**config.mk**
```make
export PLATFORM = sky130hd
export DESIGN_NAME = ram_stream_uart
export DESIGN_NICKNAME = d
export VERILOG_FILES = /design/src/rtl/ram_stream_uart.sv
export SDC_FILE = /design/constraint.sdc
export NUM_CORES = 1
export LEC_CHECK = 0
export CORE_ASPECT_RATIO = 0.6
export CORE_MARGIN = 2
export CORE_UTILIZATION = 40
export CTS_BUF_LIST = sky130_fd_sc_hd__clkbuf_16
export CTS_CLUSTER_DIAMETER = 150
export DETAILED_ROUTE_END_ITERATION = 8
export PLACE_DENSITY = 0.68
export SLEW_MARGIN = 0
export SYNTH_ARGS = -nofsm -noshare
export SYNTH_HDL_FRONTEND = slang
export SYNTH_SLANG_ARGS = --single-unit
```
**constraint.sdc**
```tcl
create_clock -name clk -period 2.6 [get_ports clk]
set_input_delay 0.52 -clock clk [delete_from_list [all_inputs] [get_ports clk]]
set_output_delay 0.52 -clock clk [all_outputs]
set_load 0.005 [all_outputs]
```
**src/rtl/ram_stream_uart.sv**
```systemverilog
// Streams a (possibly wrapping) byte range of the packet buffer RAM out of an 8N1 UART.
// Define RAM_STREAM_HEX_EN to build in the ASCII-hex line-formatted output mode.

`ifndef PACKET_BUFFER_SIZE
`define PACKET_BUFFER_SIZE 2048
`endif

module ram_stream_uart #(
    parameter int RAM_SIZE     = `PACKET_BUFFER_SIZE,
    parameter int CLKS_PER_BIT = 434,
    parameter int LINE_BYTES   = 16,
    localparam int AW          = $clog2(RAM_SIZE)
) (
    input  logic          clk,
    input  logic          reset,
    input  logic          start,
    input  logic          abort,
    input  logic          hex_mode,
    input  logic [AW-1:0] read_start,
    input  logic [AW-1:0] read_end,
    input  logic          ram_read_ready,
    input  logic [7:0]    ram_read_out,
    output logic          ram_read_req,
    output logic [AW-1:0] ram_read_addr,
    output logic          uart_txd,
    output logic          busy,
    output logic          done
);

    localparam int BW = (CLKS_PER_BIT > 1) ? $clog2(CLKS_PER_BIT) : 1;
    localparam logic [BW-1:0] BAUD_MAX = BW'(CLKS_PER_BIT - 1);
    localparam logic [AW-1:0] LAST_ADDR = AW'(RAM_SIZE - 1);

`ifdef RAM_STREAM_HEX_EN
    localparam int LCW = (LINE_BYTES > 0) ? $clog2(LINE_BYTES + 1) : 1;
    localparam logic [LCW-1:0] LINE_MAX = LCW'(LINE_BYTES);

    typedef enum logic [2:0] {IDLE, REQ, SEND_HI, SEND_LO, SEND_CR, SEND_LF, FINISH} state_t;

    function automatic logic [7:0] hex_ascii(input logic [3:0] n);
        return (n < 4'd10) ? {4'h3, n} : (8'h37 + {4'h0, n});
    endfunction

    logic           hex_q, hex_d;
    logic [LCW-1:0] line_q, line_d;
`else
    typedef enum logic [2:0] {IDLE, REQ, SEND_HI, FINISH} state_t;

    logic unused_hex_mode;
    localparam int unused_line_bytes = LINE_BYTES;
    assign unused_hex_mode = hex_mode;
`endif

    state_t          state_q, state_d;
    logic [AW-1:0]   addr_q, addr_d;
    logic [AW-1:0]   end_q, end_d;
    logic [7:0]      byte_q, byte_d;
    logic            abort_q, abort_d;
    logic [9:0]      frame_q, frame_d;
    logic [BW-1:0]   baud_q, baud_d;
    logic [3:0]      bit_q, bit_d;

    logic            in_send;
    logic            char_done;
    logic            abort_seen;
    logic            data_done;
    logic            load;
    logic [7:0]      load_char;

    assign in_send    = (state_q != IDLE) && (state_q != REQ) && (state_q != FINISH);
    assign char_done  = in_send && (bit_q == 4'd9) && (baud_q == BAUD_MAX);
    assign abort_seen = abort_q | abort;

    always_comb begin
        state_d   = state_q;
        addr_d    = addr_q;
        end_d     = end_q;
        byte_d    = byte_q;
        abort_d   = abort_q;
        frame_d   = frame_q;
        baud_d    = baud_q;
        bit_d     = bit_q;
        data_done = 1'b0;
        load      = 1'b0;
        load_char = 8'h00;
`ifdef RAM_STREAM_HEX_EN
        hex_d     = hex_q;
        line_d    = line_q;
`endif

        if (busy && abort) begin
            abort_d = 1'b1;
        end

        // Bit timer: the frame shifts right with idle-high fill, so bit 0 is always the line level.
        if (in_send) begin
            if (baud_q == BAUD_MAX) begin
                baud_d  = '0;
                bit_d   = bit_q + 4'd1;
                frame_d = {1'b1, frame_q[9:1]};
            end else begin
                baud_d = baud_q + 1'b1;
            end
        end

        case (state_q)
            IDLE: begin
                if (start) begin
                    if (read_start == read_end) begin
                        state_d = FINISH;
                    end else begin
                        addr_d  = read_start;
                        end_d   = read_end;
                        abort_d = 1'b0;
`ifdef RAM_STREAM_HEX_EN
                        hex_d   = hex_mode;
                        line_d  = '0;
`endif
                        state_d = REQ;
                    end
                end
            end
            REQ: begin
                if (ram_read_ready) begin
                    byte_d    = ram_read_out;
                    addr_d    = (addr_q == LAST_ADDR) ? '0 : addr_q + 1'b1;
                    load      = 1'b1;
                    load_char = ram_read_out;
`ifdef RAM_STREAM_HEX_EN
                    if (hex_q) begin
                        load_char = hex_ascii(ram_read_out[7:4]);
                    end
`endif
                    state_d   = SEND_HI;
                end
            end
            SEND_HI: begin
                if (char_done) begin
`ifdef RAM_STREAM_HEX_EN
                    if (hex_q) begin
                        load      = 1'b1;
                        load_char = hex_ascii(byte_q[3:0]);
                        state_d   = SEND_LO;
                    end else begin
                        data_done = 1'b1;
                    end
`else
                    data_done = 1'b1;
`endif
                end
            end
`ifdef RAM_STREAM_HEX_EN
            SEND_LO: begin
                if (char_done) begin
                    data_done = 1'b1;
                end
            end
            SEND_CR: begin
                if (char_done) begin
                    load      = 1'b1;
                    load_char = 8'h0A;
                    state_d   = SEND_LF;
                end
            end
            SEND_LF: begin
                if (char_done) begin
                    state_d = (abort_seen || addr_q == end_q) ? FINISH : REQ;
                end
            end
`endif
            FINISH: begin
                state_d = IDLE;
            end
            default: begin
                state_d = IDLE;
            end
        endcase

        if (data_done) begin
`ifdef RAM_STREAM_HEX_EN
            // An abort drops a line break that has not started yet.
            if (hex_q && LINE_BYTES != 0 && (line_q + 1'b1) == LINE_MAX && !abort_seen) begin
                line_d    = '0;
                load      = 1'b1;
                load_char = 8'h0D;
                state_d   = SEND_CR;
            end else begin
                if (hex_q && LINE_BYTES != 0) begin
                    line_d = line_q + 1'b1;
                end
                state_d = (abort_seen || addr_q == end_q) ? FINISH : REQ;
            end
`else
            state_d = (abort_seen || addr_q == end_q) ? FINISH : REQ;
`endif
        end

        if (load) begin
            frame_d = {1'b1, load_char, 1'b0};
            baud_d  = '0;
            bit_d   = '0;
        end
    end

    always_ff @(posedge clk) begin
        if (reset) begin
            state_q <= IDLE;
            addr_q  <= '0;
            end_q   <= '0;
            byte_q  <= '0;
            abort_q <= 1'b0;
            frame_q <= '1;
            baud_q  <= '0;
            bit_q   <= '0;
`ifdef RAM_STREAM_HEX_EN
            hex_q   <= 1'b0;
            line_q  <= '0;
`endif
        end else begin
            state_q <= state_d;
            addr_q  <= addr_d;
            end_q   <= end_d;
            byte_q  <= byte_d;
            abort_q <= abort_d;
            frame_q <= frame_d;
            baud_q  <= baud_d;
            bit_q   <= bit_d;
`ifdef RAM_STREAM_HEX_EN
            hex_q   <= hex_d;
            line_q  <= line_d;
`endif
        end
    end

    assign uart_txd      = frame_q[0];
    assign ram_read_req  = (state_q == REQ);
    assign ram_read_addr = addr_q;
    assign busy          = (state_q != IDLE) && (state_q != FINISH);
    assign done          = (state_q == FINISH);

endmodule
```
==> results.py <==
metrics = {
    "critical_path": {
        "critPathCaptureType": "flop",
        "worstSetupStartpointType": "input pin",
        "crit_fanout": 12,
        "required_ns": 2.83,
        "critPathArrivalTime_ns": 2.60,
        "crit_type": "input pin to flop",
    },
    "global_routing": {
        "grt_max_degree": 27,
        "antenna_found_initial": 0,
        "grt_first_pass_wirelength_um": 11000,
        "grt-ovfl-total": 0,
        "grt_pass1_vias": 2144,
        "grt_usage_pct": 19.7,
    },
    "die": {
        "dieHeight_um": 67.0,
        "core_um2": 6250,
        "io_pins": 51,
        "rows": 22,
        "start_util_pct": 42.4,
        "die_w_um": 109,
        "dieArea_um2": 7300,
    },
    "route": {
        "avgViaCountPerCell": 5.34,
        "wl_um": 6620,
        "m1WireLength_um": 3410,
        "vias": 2343,
        "wl_met2_um": 2620,
        "dr.pass1.iters": 4,
        "drt-initial-drc-count": 178,
        "drc": 0,
        "highest-signal-layer": "met4",
        "postRouteAntennaNets": 0,
        "wl_per_cell_um": 15.1,
        "dr_wl_met3_um": 546,
    },
    "timing": {
        "setup_viol": 0,
        "fin_tns_setup_ns": 0,
        "tightest_slew_ns": 0.667,
        "finalHoldViolCount": 0,
        "fmax_mhz": 421,
        "drv_slew": 0,
        "final.setup.worst_slack_ns": 0.226,
        "finClkSkew_ns": 0.00483,
        "finalCritPeriodShare_pct": 91.3,
        "rsz0062_at_grt": "false",
        "hold_ws_ns": 0.512,
        "slew_headroom_pct": 55.1,
        "fin_crit_ns": 2.37,
    },
    "finish": {
        "stdcell_area_um2": 3410,
        "layout_common_cells": "clkdlybuf4s50_1, dfxtp_1, nor2_1",
        "final_common_cell": "clkdlybuf4s50_1",
        "fin_nets": 401,
        "drive_above_1_share_pct": 10.4,
        "instances_no_fill": 439,
        "synthToLayoutAreaGrowth_pct": 29.0,
        "n_antenna_cell": 0,
        "final_core_util_pct": 54.6,
        "seq_area_um2": 941,
        "multi_input_area_um2": 1570,
        "fillers": 551,
    },
    "synthesis": {
        "ys_warn_count": 0,
        "seq_area_frac_synth_pct": 35.6,
        "synth_seq_cells": 47,
        "yosysTopAreaCellShare_pct": 35.6,
        "netlist_top_cells_area": "dfxtp_1, xnor2_1, nor2_1",
        "synth_area_um2": 2650,
        "yosys.area.top_type": "dfxtp_1",
        "synthCells": 301,
        "synth_cell_types": 48,
        "syn-mean-instance-area_um2": 8.79,
        "syn-num-nets": 347,
    },
    "pwr": {
        "p_per_area_nw_per_um2": 632,
        "total_power_mw": 2.16,
        "p_leak_nw": 1.33,
        "ir_drop_mv": 0.338,
    },
    "clocking": {
        "cts_sinks": 47,
        "insertion_delay_ns": 0.28,
        "clk_transition_reported_paths_ns": 0.06,
        "cts_root_buffer": "clkbuf_16",
        "cts_setup_buffers": 0,
        "cts_made_buffers": 5,
        "postCtsResizedCells": 0,
        "h-tree-depth": 2,
        "clk_path_buf_depth": 2,
        "tritoncts": "built",
        "hold_buffers": 0,
    },
    "placement": {
        "hpwl_um": 4940,
        "placed_cell_area_um2": 3280,
        "place.port_buffers": 49,
        "post-place-ws_ns": -0.0253,
        "gp_congestion": 0.847,
        "dp.cells": 432,
    },
    "flow_run": {
        "cap_violations": 0,
    },
    "min_path": {
        "hp-class": "flop to flop",
    },
    "status": {
        "outcome": "finished clean",
    },
}
-- per-layer routing --
layer  GRT usage [%]  vias to the layer above
li1                -                     1181
met1            30.2                     1077
met2            26.9                       80
met3            5.28                        5
met4            3.69                        0
met5               0                        -
-- logic make-up (layout without fill, tap and decap cells) --
logic type      count (synthesis)  count (layout)  synth area share (%)
buf+inv                        31              85                  5.11
fa+ha+maj                      10              10                  4.73
simple gates                   93              93                  17.0
xor+xnor                       35              35                  11.6
compound gates                 65              65                  18.1
flops                          47              47                  35.6
mux                            20              20                  7.94
-- where the power goes --
part / leakage, nW / switching, mW / internal, mW / total (mW)
registers: 0.384 / 0.0886 / 0.792 / 0.880
logic: 0.877 / 0.330 / 0.346 / 0.676
clock network: 0.0671 / 0.257 / 0.346 / 0.603
total: 1.33 / 0.676 / 1.48 / 2.16
-- worst paths after layout --
path                            from                       endpoint  slack, ns  cells past startpoint
max                     read_end[10]  ram_read_addr[2]$_SDFFE_PP0P_       0.23                      7
min               abort_q$_SDFF_PP0_             abort_q$_SDFF_PP0_       0.51                      2
max reg2reg  state_q[1]$_SDFFE_PP0P_  ram_read_addr[2]$_SDFFE_PP0P_       0.36                      8
min reg2reg       abort_q$_SDFF_PP0_             abort_q$_SDFF_PP0_       0.51                      2
-- state kept, by name, indices dropped and copies added, names as in the netlist --
register       count
state_q            2
ram_read_addr     11
abort_q            1
bit_q              4
frame_q            9
end_q             11
baud_q             9
-- Yosys cell counts (all sizes together) --
master	n
a211oi	7
a21boi	1
a21oi	17
a221oi	2
a22o	1
a2bb2oi	2
a311o	1
a311oi	4
a31o	5
a31oi	1
a32oi	1
and3	2
buf	6
clkbuf	10
dfxtp	47
ha	10
inv	15
mux2	8
mux2i	12
nand2	20
nand2b	3
nand3	5
nand4	8
nand4b	1
nor2	39
nor2b	3
nor3	6
nor4	4
o21ai	12
o21bai	1
o311ai	2
o31ai	2
o32ai	4
o41ai	2
or2	1
or4	1
xnor2	19
xor2	16
-- critical path: stages --
cell and delay [ns]:
clkdlybuf4s50_1 0.45, xnor2_1 0.30, nand4_1 0.13, buf_4 0.19
or4_4 0.60, a311oi_1 0.27, a31o_2 0.14
-- layout make-up --
cell class | count | share of cell area (%)
clock inverters | 2 | 0.257
clock buffers | 5 | 3.66
multi-input cells | 223 | 46.0
repair buffers | 63 | 17.8
inverters | 15 | 1.65
well taps | 84 | 3.08
flip-flops and latches | 47 | 27.6
(Power assumes the default switching activity.)
